File: config.mk
export PLATFORM = sky130hd
export DESIGN_NAME = texture_burst_responder_flat
export DESIGN_NICKNAME = d
export VERILOG_FILES = /design/src/rtl/texture_burst_responder_pkg.sv /design/src/rtl/texture_burst_responder_if.sv /design/src/rtl/texture_burst_responder_fifo.sv /design/src/rtl/texture_burst_responder.sv /design/src/flat_wrapper.sv
export SDC_FILE = /design/constraint.sdc
export NUM_CORES = 1
export LEC_CHECK = 0
export CAP_MARGIN = 5
export CORE_AREA = 10 10 251 193
export DETAILED_ROUTE_END_ITERATION = 16
export DIE_AREA = 0 0 261 203
export PLACE_DENSITY = 0.48
export RECOVER_POWER = 100
export SETUP_SLACK_MARGIN = 0.15
export SYNTH_ARGS = -nofsm -noshare
export SYNTH_HDL_FRONTEND = slang
export SYNTH_SLANG_ARGS = --single-unit
File: constraint.sdc
create_clock -name clk -period 4.15 [get_ports clk]
set_clock_uncertainty 0.1 [all_clocks]
set_input_delay 0.6225 -clock clk [delete_from_list [all_inputs] [get_ports clk]]
set_output_delay 0.6225 -clock clk [all_outputs]
set_load 0.005 [all_outputs]
File: src/rtl/texture_burst_responder_pkg.sv
// ============================================================================
//  Module  : texture_mem_pkg
//  Brief   : Shared types and constants for the texture burst responder.
//  Rev     : 1.0  initial release
// ============================================================================
`default_nettype none

package texture_mem_pkg;

    typedef enum logic [0:0] {
        IDLE   = 1'b0,
        STREAM = 1'b1
    } resp_state_t;

    localparam int REQ_ADDR_W              = 32;
    localparam int OBUF_DEPTH              = 2;
    localparam int DEFAULT_BYTES_PER_PIXEL = 4;
    localparam int PIX_SHIFT               = $clog2(DEFAULT_BYTES_PER_PIXEL);

    typedef struct packed {
        logic [REQ_ADDR_W-1:0] addr;
        logic [15:0]           len;
    } tex_req_t;

endpackage

`default_nettype wire

File: src/rtl/texture_burst_responder_if.sv
// ============================================================================
//  Module  : texture_burst_responder_if
//  Brief   : Burst request / beat return bus between texture cache and memory.
//  Rev     : 1.0  initial release
// ============================================================================
`default_nettype none

interface texture_burst_responder_if #(
    parameter int ADDR_WIDTH       = 32,
    parameter int PIXEL_WIDTH_BITS = 32
);
    logic                        mem_req;
    logic [ADDR_WIDTH-1:0]       mem_addr;
    logic [15:0]                 mem_len;
    logic                        mem_req_ready;
    logic [PIXEL_WIDTH_BITS-1:0] mem_rdata;
    logic                        mem_rvalid;
    logic                        mem_rlast;
    logic                        mem_rready;

    modport master (
        output mem_req, mem_addr, mem_len, mem_rready,
        input  mem_req_ready, mem_rdata, mem_rvalid, mem_rlast
    );

    modport slave (
        input  mem_req, mem_addr, mem_len, mem_rready,
        output mem_req_ready, mem_rdata, mem_rvalid, mem_rlast
    );
endinterface

`default_nettype wire

File: src/rtl/texture_burst_responder_fifo.sv
// ============================================================================
//  Module  : tex_sync_fifo
//  Brief   : Small synchronous FIFO with combinational head; DEPTH power of two.
//  Rev     : 1.0  initial release
// ============================================================================
`default_nettype none

module tex_sync_fifo #(
    parameter int WIDTH = 8,
    parameter int DEPTH = 2
) (
    input  wire logic                     clk,
    input  wire logic                     rst_n,
    input  wire logic                     push,
    input  wire logic [WIDTH-1:0]         wdata,
    input  wire logic                     pop,
    output logic      [WIDTH-1:0]         rdata,
    output logic                          full,
    output logic                          empty,
    output logic      [$clog2(DEPTH):0]   count
);
    localparam int             c_aw    = (DEPTH > 1) ? $clog2(DEPTH) : 1;
    localparam logic [c_aw:0]  c_depth = (c_aw + 1)'(DEPTH);
    localparam logic [c_aw:0]  c_one   = (c_aw + 1)'(1);

    logic [WIDTH-1:0] r_mem [DEPTH];
    logic [c_aw-1:0]  r_wptr;
    logic [c_aw-1:0]  r_rptr;
    logic [c_aw:0]    r_count;

    always_ff @(posedge clk or negedge rst_n) begin
        if (!rst_n) begin
            r_wptr  <= '0;
            r_rptr  <= '0;
            r_count <= '0;
        end else begin
            if (push) r_wptr <= r_wptr + c_aw'(1);
            if (pop)  r_rptr <= r_rptr + c_aw'(1);
            case ({push, pop})
                2'b10:   r_count <= r_count + c_one;
                2'b01:   r_count <= r_count - c_one;
                default: r_count <= r_count;
            endcase
        end
    end

    // Storage needs no reset: nothing is read until a push has written it.
    always_ff @(posedge clk) begin
        if (push) r_mem[r_wptr] <= wdata;
    end

    assign rdata = r_mem[r_rptr];
    assign full  = (r_count == c_depth);
    assign empty = (r_count == '0);
    assign count = r_count;
endmodule

`default_nettype wire

File: src/rtl/texture_burst_responder.sv
// ============================================================================
//  Module  : texture_burst_responder
//  Brief   : Queues texture burst reads, streams SRAM pixels with backpressure.
//            Optional TEXRESP_RANGE_CHECK_EN zero-fills beats beyond MEM_PIXELS.
//  Rev     : 1.0  initial release
// ============================================================================
`default_nettype none

module texture_burst_responder
    import texture_mem_pkg::*;
#(
    parameter int ADDR_WIDTH       = 32,
    parameter int BYTES_PER_PIXEL  = 4,
    parameter int PIXEL_WIDTH_BITS = BYTES_PER_PIXEL * 8,
    parameter int SRAM_AW          = 16,
    parameter int MEM_PIXELS       = 65536,
    parameter int REQ_DEPTH        = 4
) (
    input  wire logic                        clk,
    input  wire logic                        rst_n,
    texture_burst_responder_if.slave         bus,
    output logic                             sram_en,
    output logic [SRAM_AW-1:0]               sram_addr,
    input  wire logic [PIXEL_WIDTH_BITS-1:0] sram_rdata,
    output logic                             req_overflow,
    output logic                             range_err
);
    localparam int c_pix_shift = $clog2(BYTES_PER_PIXEL);
    localparam int c_ob_w      = PIXEL_WIDTH_BITS + 1;

    resp_state_t             r_state;
    logic [REQ_ADDR_W-1:0]   r_pix_idx;
    logic [15:0]             r_beats_left;
    logic                    r_inflight;
    logic                    r_inflight_last;
    logic                    r_inflight_zero;

    tex_req_t                w_req_in;
    tex_req_t                w_req_head;
    logic                    w_rq_push, w_rq_pop, w_rq_full, w_rq_empty;
    logic [$clog2(REQ_DEPTH):0] w_unused_rq_count;

    logic [c_ob_w-1:0]       w_ob_head;
    logic                    w_ob_pop, w_ob_empty, w_unused_ob_full;
    logic [$clog2(OBUF_DEPTH):0] w_ob_count;
    logic [2:0]              w_occupancy;

    logic                    w_issue, w_issue_last, w_load, w_oob;

    assign w_req_in.addr = REQ_ADDR_W'(bus.mem_addr[ADDR_WIDTH-1:0]);
    assign w_req_in.len  = bus.mem_len;

    // Popping before pushing lets a full queue accept a request in the pop cycle.
    assign w_rq_pop  = !w_rq_empty && ((r_state == IDLE) || w_issue_last);
    assign w_rq_push = bus.mem_req && (!w_rq_full || w_rq_pop);
    assign w_load    = w_rq_pop && (w_req_head.len != 16'd0);

    tex_sync_fifo #(.WIDTH($bits(tex_req_t)), .DEPTH(REQ_DEPTH)) u_req_q (
        .clk   (clk),
        .rst_n (rst_n),
        .push  (w_rq_push),
        .wdata (w_req_in),
        .pop   (w_rq_pop),
        .rdata (w_req_head),
        .full  (w_rq_full),
        .empty (w_rq_empty),
        .count (w_unused_rq_count)
    );

    // Every issued or in-flight read must have a free output slot waiting for it.
    assign w_ob_pop     = !w_ob_empty && bus.mem_rready;
    assign w_occupancy  = 3'(w_ob_count) + 3'(r_inflight) - 3'(w_ob_pop);
    assign w_issue      = (r_state == STREAM) && (w_occupancy < 3'd2);
    assign w_issue_last = w_issue && (r_beats_left == 16'd1);

`ifdef TEXRESP_RANGE_CHECK_EN
    assign w_oob = (r_pix_idx >= REQ_ADDR_W'(MEM_PIXELS));
`else
    localparam int c_unused_mem_pixels = MEM_PIXELS;
    logic w_unused_pix_hi;
    assign w_oob           = 1'b0;
    assign w_unused_pix_hi = ^r_pix_idx[REQ_ADDR_W-1:SRAM_AW];
    assign range_err       = 1'b0;
`endif

    assign sram_en   = w_issue && !w_oob;
    assign sram_addr = r_pix_idx[SRAM_AW-1:0];

    always_ff @(posedge clk or negedge rst_n) begin
        if (!rst_n) begin
            r_state         <= IDLE;
            r_pix_idx       <= '0;
            r_beats_left    <= '0;
            r_inflight      <= 1'b0;
            r_inflight_last <= 1'b0;
            r_inflight_zero <= 1'b0;
            req_overflow    <= 1'b0;
`ifdef TEXRESP_RANGE_CHECK_EN
            range_err       <= 1'b0;
`endif
        end else begin
            r_inflight      <= w_issue;
            r_inflight_last <= w_issue_last;
            r_inflight_zero <= w_issue && w_oob;
            if (bus.mem_req && w_rq_full && !w_rq_pop) req_overflow <= 1'b1;
`ifdef TEXRESP_RANGE_CHECK_EN
            if (w_issue && w_oob) range_err <= 1'b1;
`endif
            if (w_issue) begin
                r_pix_idx    <= r_pix_idx + REQ_ADDR_W'(1);
                r_beats_left <= r_beats_left - 16'd1;
            end
            case (r_state)
                IDLE:    if (w_load) r_state <= STREAM;
                STREAM:  if (w_issue_last && !w_load) r_state <= IDLE;
                default: r_state <= IDLE;
            endcase
            if (w_load) begin
                r_pix_idx    <= w_req_head.addr >> c_pix_shift;
                r_beats_left <= w_req_head.len;
            end
        end
    end

    tex_sync_fifo #(.WIDTH(c_ob_w), .DEPTH(OBUF_DEPTH)) u_obuf (
        .clk   (clk),
        .rst_n (rst_n),
        .push  (r_inflight),
        .wdata ({(r_inflight_zero ? '0 : sram_rdata), r_inflight_last}),
        .pop   (w_ob_pop),
        .rdata (w_ob_head),
        .full  (w_unused_ob_full),
        .empty (w_ob_empty),
        .count (w_ob_count)
    );

    assign bus.mem_req_ready = !w_rq_full;
    assign bus.mem_rvalid    = !w_ob_empty;
    assign bus.mem_rdata     = w_ob_empty ? '0 : w_ob_head[c_ob_w-1:1];
    assign bus.mem_rlast     = !w_ob_empty && w_ob_head[0];
endmodule

`default_nettype wire

File: src/flat_wrapper.sv
// flat-port wrapper written by rule: the top's interface ports become plain ports
module texture_burst_responder_flat import texture_mem_pkg::*;
#(
    parameter int ADDR_WIDTH       = 32,
    parameter int BYTES_PER_PIXEL  = 4,
    parameter int PIXEL_WIDTH_BITS = BYTES_PER_PIXEL * 8,
    parameter int SRAM_AW          = 16,
    parameter int MEM_PIXELS       = 65536,
    parameter int REQ_DEPTH        = 4
)
  (clk, rst_n, sram_en, sram_addr, sram_rdata, req_overflow, range_err, bus_mem_req, bus_mem_addr, bus_mem_len, bus_mem_rready, bus_mem_req_ready, bus_mem_rdata, bus_mem_rvalid, bus_mem_rlast);
  texture_burst_responder_if #(.ADDR_WIDTH(ADDR_WIDTH), .PIXEL_WIDTH_BITS(PIXEL_WIDTH_BITS)) bus_i ();
  input  wire logic clk;
  input  wire logic rst_n;
  output logic sram_en;
  output logic [SRAM_AW-1:0] sram_addr;
  input  wire logic [PIXEL_WIDTH_BITS-1:0] sram_rdata;
  output logic req_overflow;
  output logic range_err;
  input wire logic [$bits(bus_i.mem_req)-1:0] bus_mem_req;
  input wire logic [$bits(bus_i.mem_addr)-1:0] bus_mem_addr;
  input wire logic [$bits(bus_i.mem_len)-1:0] bus_mem_len;
  input wire logic [$bits(bus_i.mem_rready)-1:0] bus_mem_rready;
  output wire logic [$bits(bus_i.mem_req_ready)-1:0] bus_mem_req_ready;
  output wire logic [$bits(bus_i.mem_rdata)-1:0] bus_mem_rdata;
  output wire logic [$bits(bus_i.mem_rvalid)-1:0] bus_mem_rvalid;
  output wire logic [$bits(bus_i.mem_rlast)-1:0] bus_mem_rlast;
  assign bus_i.mem_req = bus_mem_req;
  assign bus_i.mem_addr = bus_mem_addr;
  assign bus_i.mem_len = bus_mem_len;
  assign bus_i.mem_rready = bus_mem_rready;
  assign bus_mem_req_ready = bus_i.mem_req_ready;
  assign bus_mem_rdata = bus_i.mem_rdata;
  assign bus_mem_rvalid = bus_i.mem_rvalid;
  assign bus_mem_rlast = bus_i.mem_rlast;
  texture_burst_responder #(.ADDR_WIDTH(ADDR_WIDTH), .BYTES_PER_PIXEL(BYTES_PER_PIXEL), .PIXEL_WIDTH_BITS(PIXEL_WIDTH_BITS), .SRAM_AW(SRAM_AW), .MEM_PIXELS(MEM_PIXELS), .REQ_DEPTH(REQ_DEPTH)) u_core (.clk(clk), .rst_n(rst_n), .bus(bus_i), .sram_en(sram_en), .sram_addr(sram_addr), .sram_rdata(sram_rdata), .req_overflow(req_overflow), .range_err(range_err));
endmodule
==> results.toml, run 1 <==
[outcome]
status = "finished, violations left"
violations = "max-capacitance violations, max-slew violations"

[synth]
syn_area_mm2 = 0.00989
yosysSeqAreaShare_pct = 70.8
synthDistinctLibCells = 44
avgSynthCellArea_um2 = 17.2
yosysWarnings = 0
synth-seq-cells = 241
syn_nets = 668
synth-async-reset-ratio_pct = 19.5
ys.flop_type = "edfxtp_1"
postSynthCellCount = 575
synth-edff-count = 194

[cts]
clk_latency_ps = 550
holdBufCountCts = 0
cts.sinks = 241
cts_buffers = 27
cts_setup_buffers = 0
cts_root_buffer = "clkbuf_16"
cts_max_level = 1
cts_tree = "yes"
path_clk_slew_ps = 60
cts_resized = 0
cts_buffer_depth = 3

[global_routing]
antenna_found_initial = 2
grt_usage_pct = 8.60
grt.overflow.total = 0
grt_pass1_vias = 5558
met3_usage_pct = 2.40
met1_usage_pct = 12.0
busiest_layer = "met2"
grt_pass1_wl_um = 35200
grt_max_degree = 35
grt_use_met2_pct = 13.0

[power_and_ir_drop]
power.leakage_nw = 4.44
power_w = 0.00899
power.density_mw_per_mm2 = 710
ir_drop_uv = 334

[worst_setup_path]
critPathMaxStageDelay_ps = 620
critPathArrivalTime_ps = 3070
cp_slowest_cell = "dlygate4sd3_1"
endpoint_kind = "output port"
critPathTopFamily = "buffers and inverters"
cp_num_buf_inv = 4
required_ps = 3430
crit_fanout = 6
worstSetupPathType = "in2out"
crit_chain = "dlygate4sd3_1, nor2b_1, o21ai_0, fa_1, and2_1, buf_4, nand2_1, clkinv_1, clkdlybuf4s50_1"
r2r_setup_slack_ps = 680
critical_path.startpoint_type = "input pin"

[sta]
rsz0062_at_grt = "false"
hold_ws_ps = 343
finalCritPeriodShare_pct = 91.3
drv_slew = 95
hold_viol = 0
clock.fmax_mhz = 264
fin_ws_ps = 360
tightest_slew_ps = 2090
slew_headroom_pct = -39.2
layout_min_cycle_time_ps = 3790
finalSetupViolations = 0
fin_tns_setup_ps = 0

[place]
dp_hpwl_um = 15000
gp_congestion = 0.746
preCtsSetupSlack_ps = 253
portBuffers = 120

[finish]
drive_gt1_share_pct = 14.5
final_util_pct = 29.3
syn2layout_area_growth_pct = 28.0
finalNetCount = 815
mostFrequentLayoutCells = "194 x edfxtp_1, 106 x dlygate4sd3_1, 46 x dfrtp_1"
final_common_cell = "edfxtp_1"

[floorplan]
initial_core_util_pct = 22.9
coreArea_mm2 = 0.0432
die-height_um = 203
die_area_mm2 = 0.0530
pin_count = 138
rows = 66
die_w_um = 261

[drt]
wl_per_cell_um = 17.5
drc = 0
drt_iter0_drc = 309
wl_um = 23100
ant_nets = 0
dr_total_vias = 5334
via_per_inst = 4.03
firstDrtPassIters = 5

[min_path]
hold_class = "reg2reg"

[run]
cap_violations = 3
-- report_power, final --
group / switching (W) / internal, W
sequential: 0.000441 / 0.00336
clock: 0.000961 / 0.00126
combinational: 0.00148 / 0.00148
-- flip-flops by register name (all words and copies together), names as in the netlist --
register and flops:
u_core.r_beats_left 16, u_core.r_inflight 1, u_core.r_inflight_last 1, u_core.r_pix_idx 16, u_core.r_state 1, u_core.req_overflow 1, u_core.u_obuf.count 2, u_core.u_obuf.r_mem 66
u_core.u_obuf.r_rptr 1, u_core.u_obuf.r_wptr 1, u_core.u_req_q.count 3, u_core.u_req_q.r_mem 128, u_core.u_req_q.r_rptr 2, u_core.u_req_q.r_wptr 2
-- stage by stage --
step / instance area, um^2 / instances
final: 12700 / 1323
after global routing: 12700 / 1322
after CTS: 12700 / 1321
after detailed placement: 11900 / 1271
after global placement: 11900 / 1271
after floorplan: 9890 / 575
-- synthesized netlist by cell type, drive strengths merged (11+ instances only) --
cell type | number | area, um^2
xnor2 | 23 | 201
nor4 | 14 | 87.6
xor2 | 14 | 123
inv | 15 | 56.3
mux4 | 32 | 769
buf | 11 | 87.6
clkbuf | 12 | 45.0
nand3 | 12 | 65.1
dfrtp | 47 | 1180
mux2 | 33 | 372
nand2 | 18 | 67.6
nor3 | 13 | 65.1
nor2 | 46 | 173
edfxtp | 194 | 5830
mux2i | 33 | 330
-- cell families after synthesis --
family          count (synthesis)  share of synthesized area (%)
xor+xnor                       37                           3.28
compound gates                 20                           1.39
mux                            98                           14.9
fa+ha+maj                       9                           1.29
buf+inv                        40                           1.99
simple gates                  129                           6.34
flops                         241                           70.8
other cells                     1                         0.0379
-- metal layers --
metal	part of all wire, %	vias up
li1	-	2511
met3	6.1	34
met2	44	118
met1	48	2671
met4	2.0	0
met5	0	-
-- area by class of cell --
type                            count  area, um^2
Antenna cell                        2        5.00
Clock buffer                       38         747
Clock inverter                     12        81.3
Fill cell                        4258       30500
Inverter                           17        63.8
Multi-Input combinational cell    294        2690
Sequential cell                   241        7000
Tap cell                          578         723
Timing Repair Buffer              141        1350
-- path summary, 6_finish.rpt --
| check | from | to | cells after the start |
|---|---|---|---|
| setup / recovery | bus_mem_rready | sram_en | 9 |
| hold / removal | u_core.r_inflight_last$_DFF_PN0_ | u_core.u_obuf.r_mem[0][0]$_DFFE_PP_ | 0 |
| setup reg to reg | u_core.r_inflight$_DFF_PN0_ | u_core.u_req_q.r_mem[3][31]$_DFFE_PP_ | 10 |
| hold reg to reg | u_core.r_inflight_last$_DFF_PN0_ | u_core.u_obuf.r_mem[0][0]$_DFFE_PP_ | 0 |
| max in group asynchronous | rst_n | u_core.r_pix_idx[11]$_DFFE_PN0P_ | 2 |
| min in group asynchronous | rst_n | u_core.r_pix_idx[9]$_DFFE_PN0P_ | 1 |
Power figures use the tool's default switching activity.
==> run 2: changes to the inputs <==
--- a/config.mk
+++ b/config.mk
@@ -7,6 +7,8 @@
 export LEC_CHECK = 0
 export CAP_MARGIN = 5
 export CORE_AREA = 10 10 251 193
+export CTS_CLUSTER_DIAMETER = 60
+export CTS_CLUSTER_SIZE = 20
 export DETAILED_ROUTE_END_ITERATION = 16
 export DIE_AREA = 0 0 261 203
 export PLACE_DENSITY = 0.48
==> run 2 against run 1 <==
Net effect: the flow still finishes with violations (max-capacitance violations, max-slew violations); via count is essentially flat; die area did not move; setup slack lost 6.5 ps; critical endpoint unchanged; largest cell class unchanged; largest power group unchanged.
==> results.toml, run 2 (synthesis results as in run 1) <==
[outcome]
status = "finished, violations left"
violations = "max-capacitance violations, max-slew violations"

[global_routing]
grt.overflow.total = 0
grt_max_degree = 35
grt_pass1_wl_um = 34900
antenna_found_initial = 2
grt_usage_pct = 8.54
grt_pass1_vias = 5507

[sta]
tightest_slew_ps = 2080
drv_slew = 95
clock.fmax_mhz = 263
fin_tns_setup_ps = 0
slew_headroom_pct = -38.9
hold_viol = 0
layout_min_cycle_time_ps = 3800
rsz0062_at_grt = "false"
finalCritPeriodShare_pct = 91.5
finalSetupViolations = 0

[cts]
cts_root_buffer = "clkbuf_16"
cts_buffer_depth = 3
cts.sinks = 241
holdBufCountCts = 0
cts_resized = 0
cts_max_level = 1
cts_setup_buffers = 0
cts_buffers = 22
cts_tree = "yes"
path_clk_slew_ps = 70
clk_latency_ps = 540

[finish]
finalNetCount = 810
syn2layout_area_growth_pct = 27.4
top_regs = "u_core.u_req_q.r_mem (128), u_core.u_obuf.r_mem (66)"
finalNonFillerCells = 1312
drive_gt1_share_pct = 14.8
largest_reg_flops = 128
mostFrequentLayoutCells = "194 x edfxtp_1, 106 x dlygate4sd3_1, 46 x dfrtp_1"
final_common_cell = "edfxtp_1"
final_util_pct = 29.2
regMostFlops = "u_core.u_req_q.r_mem"

[drt]
wl_per_cell_um = 17.6
drt_iter0_drc = 249
via_per_inst = 4.06
wl_um = 23100
firstDrtPassIters = 5
ant_nets = 0
drc = 0
dr_total_vias = 5332

[worst_setup_path]
endpoint_kind = "output port"
worstSetupPathType = "in2out"
critPathArrivalTime_ps = 3070
critical_path.startpoint_type = "input pin"
r2r_setup_slack_ps = 680
crit_fanout = 6
required_ps = 3430

[min_path]
hold_class = "reg2reg"

[floorplan]
pin_count = 138
rows = 66
coreArea_mm2 = 0.0432
die_w_um = 261
die_area_mm2 = 0.0530
die-height_um = 203
initial_core_util_pct = 22.9

[power_and_ir_drop]
power.leakage_nw = 4.41
power_w = 0.00891
power.density_mw_per_mm2 = 707
ir_drop_uv = 274

[place]
dpl.cell_count = 1271
dp_hpwl_um = 15000
portBuffers = 120
gp_congestion = 0.746

[run]
cap_violations = 3
==> run 2: layer usage <==
layer / vias up / global-route usage (%) / wire length [um]
met5: - / 0 / 0
met4: 0 / 1.55 / 344
met3: 31 / 2.42 / 1420
met2: 125 / 13.0 / 10200
met1: 2682 / 12.0 / 11100
li1: 2494 / - / -
==> run 2: stage by stage <==
step | hold slack, ps | setup WS [ps] | cell area [um^2]
global placement | 331 | 238 | 11900
global route | 373 | 165 | 12600
finish | 349 | 353 | 12600
CTS | 49.2 | 422 | 12700
detailed placement | 332 | 253 | 11900
floorplan | 227 | 242 | 9890
==> run 2: path summary, 6_finish.rpt <==
check / from / end / depth (start not counted)
worst max-delay path: bus_mem_rready / sram_en / 9
worst min-delay path: u_core.r_inflight_last$_DFF_PN0_ / u_core.u_obuf.r_mem[0][0]$_DFFE_PP_ / 0
worst max register to register: u_core.r_inflight$_DFF_PN0_ / u_core.u_req_q.r_mem[0][18]$_DFFE_PP_ / 10
worst min register to register: u_core.r_inflight_last$_DFF_PN0_ / u_core.u_obuf.r_mem[0][0]$_DFFE_PP_ / 0
max in group asynchronous: rst_n / u_core.r_beats_left[0]$_DFFE_PN0P_ / 2
min in group asynchronous: rst_n / u_core.r_pix_idx[9]$_DFFE_PN0P_ / 1
==> run 2: worst max-delay path, cell delays in order <==
cell	delay, ps
dlygate4sd3_1	620
nor2b_1	170
o21ai_0	220
fa_1	450
and2_1	180
buf_4	160
nand2_1	100
clkinv_1	100
clkdlybuf4s50_1	460
==> run 2: power by group <==
group | switching [W] | total [W] | internal (W)
Sequential | 0.000441 | 0.00380 | 0.00336
Clock | 0.00104 | 0.00215 | 0.00111
Combinational | 0.00148 | 0.00297 | 0.00149
==> run 2: area by class of cell <==
type | count | area (um^2)
fill | 4266 | 30600
sequential | 241 | 7000
multi-input combinational | 294 | 2690
timing repair buffer | 141 | 1350
tap | 578 | 723
clock buffer | 23 | 554
clock inverter | 16 | 211
inverter | 17 | 63.8
antenna | 2 | 5.00
==> run 3: changes to the inputs <==
--- a/config.mk
+++ b/config.mk
@@ -14,6 +14,7 @@
 export PLACE_DENSITY = 0.48
 export RECOVER_POWER = 100
 export SETUP_SLACK_MARGIN = 0.15
+export SLEW_MARGIN = 20
 export SYNTH_ARGS = -nofsm -noshare
 export SYNTH_HDL_FRONTEND = slang
 export SYNTH_SLANG_ARGS = --single-unit
==> run 3 against run 2 <==
Net effect: the run still ends with max-capacitance violations, max-slew violations left; final cell count hardly changed; global-route usage unchanged; count of clock-buffer cells in the layout unchanged; die area is the same; hold slack hardly changed; flip-flop and latch count unchanged; maximum frequency down 0.23%; critical path type unchanged.
==> results.toml, run 3 (synthesis results as in run 1) <==
[worst_setup_path]
cp_slowest_cell = "dlygate4sd3_1"
cp.depth = 9
worstReg2RegEnd = "u_core.u_req_q.r_mem[0][18]$_DFFE_PP_"
critPathArrivalTime_ps = 3080
endpoint_kind = "output port"
critical_path.startpoint_type = "input pin"
rr_worst_depth = 10
crit_fanout = 6
cp_num_buf_inv = 4
crit_chain = "dlygate4sd3_1, nor2b_1, o21ai_0, fa_1, and2_1, buf_4, nand2_1, clkinv_1, clkdlybuf4s50_1"
worstSetupPathType = "in2out"
r2r_start = "u_core.r_inflight$_DFF_PN0_"
r2r_setup_slack_ps = 670
critPathTopFamily = "buffers and inverters"
critPathMaxStageDelay_ps = 630
required_ps = 3430

[drt]
drc = 0
drt_iter0_drc = 270
dr_total_vias = 5334
wl_um = 23000
via_per_inst = 4.06
wl_per_cell_um = 17.5
firstDrtPassIters = 5
ant_nets = 0

[place]
dpl.cell_count = 1271
dp_hpwl_um = 15000
gp_congestion = 0.746
portBuffers = 120

[cts]
clk_latency_ps = 540
path_clk_slew_ps = 70
cts_root_buffer = "clkbuf_16"
cts_tree = "yes"
holdBufCountCts = 0
cts_buffers = 22
cts_setup_buffers = 0
cts.sinks = 241
cts_max_level = 1
cts_buffer_depth = 3
cts_resized = 0

[power_and_ir_drop]
power.internal_w = 0.00595
power.leakage_nw = 4.41
combPwrFrac_pct = 33.3
pwr-share-seq_pct = 42.6
power.density_mw_per_mm2 = 707
ir_drop_uv = 271
swShare_pct = 33.2
p_switching_w = 0.00296
power_w = 0.00891
power_frac_clock_pct = 24.1

[floorplan]
die_area_mm2 = 0.0530
die_w_um = 261
pin_count = 138
die-height_um = 203
rows = 66
initial_core_util_pct = 22.9
coreArea_mm2 = 0.0432

[finish]
regMostFlops = "u_core.u_req_q.r_mem"
drive_gt1_share_pct = 14.6
syn2layout_area_growth_pct = 27.4
largest_reg_flops = 128
finalNonFillerCells = 1313
multiInputGateArea_mm2 = 0.00269
finalNetCount = 811
fill_cells = 4267
top_regs = "u_core.u_req_q.r_mem (128), u_core.u_obuf.r_mem (66)"
register_area_mm2 = 0.00700
mostFrequentLayoutCells = "194 x edfxtp_1, 106 x dlygate4sd3_1, 46 x dfrtp_1"
final_common_cell = "edfxtp_1"

[sta]
finalSetupViolations = 0
rsz0062_at_grt = "false"
layout_min_cycle_time_ps = 3810
clock.fmax_mhz = 263
fin_tns_setup_ps = 0
drv_slew = 61
hold_viol = 0
slew_headroom_pct = -36.5
tightest_slew_ps = 2050
finalCritPeriodShare_pct = 91.7

[outcome]
violations = "max-capacitance violations, max-slew violations"
status = "finished, violations left"

[global_routing]
grt_usage_pct = 8.54
grt_pass1_vias = 5507
grt_max_degree = 35
antenna_found_initial = 2
grt.overflow.total = 0
grt_pass1_wl_um = 34900

[min_path]
hold_class = "reg2reg"
min_path_cells = 0
hp-start = "u_core.r_inflight_last$_DFF_PN0_"
min_to = "u_core.u_obuf.r_mem[0][0]$_DFFE_PP_"

[run]
cap_violations = 2
## run 3: changes by cell type in the layout (fill, tap and decap cells not counted), sizes merged
cell,delta
clkbuf,+1
## run 3: power by group through the flow
stage          logic (W)  registers [W]  clock network (W)
5_1_grt          0.00328        0.00389            0.00231
6_report         0.00297        0.00380            0.00214
3_5_place_dp     0.00319        0.00386                  0
3_3_place_gp     0.00318        0.00385                  0
4_1_cts          0.00321        0.00381            0.00222
2_1_floorplan    0.00188        0.00365                  0
## run 3: worst max path at each step
stage / startpoint / endpoint / slack (ps)
after floorplan: u_core.u_obuf.count[1]$_DFFE_PN0N_ / u_core.u_req_q.r_mem[0][0]$_DFFE_PP_ / 240
after global placement: bus_mem_rready / u_core.u_req_q.count[1]$_DFFE_PN0P_ / 240
after detailed placement: bus_mem_rready / u_core.u_req_q.count[1]$_DFFE_PN0P_ / 250
after CTS: bus_mem_rready / sram_en / 420
after global routing: u_core.u_obuf.r_rptr$_DFFE_PN0P_ / bus_mem_rdata[5] / 170
final: bus_mem_rready / sram_en / 340
## run 3: worst register-to-register path, stage by stage (launching register included)
cell and delay [ps]:
dfrtp_1 450, nor2b_1 220, o21ai_0 130, fa_1 390, xnor2_1 210, nand4_1 210
o21a_1 310, nor2_1 120, clkbuf_1 260, and2_0 160, clkbuf_4 520
## run 3: per-stage QoR
stage               instance area [um^2]  hold slack (ps)  setup slack [ps]  utilization [%]
floorplan                           9890              227               242                -
global placement                   11900              331               238             27.6
detailed placement                 11900              332               253             27.6
CTS                                12700             49.2               422             29.3
global route                       12600              373               165             29.2
finish                             12600              349               344             29.2
## run 3: final cells by class
class,instances,share of cell area (%)
inverters,17,0.506
clock inverters,16,1.68
clock buffers,23,4.40
flip-flops and latches,241,55.6
multi-input cells,294,21.3
diodes,2,0.0397
repair buffers,142,10.7
well taps,578,5.74
## run 3: metal layers
layer	global-route usage, %	wire (um)
met1	12.0	11100
met2	13.0	10100
met3	2.42	1420
met4	1.55	354
met5	0	0
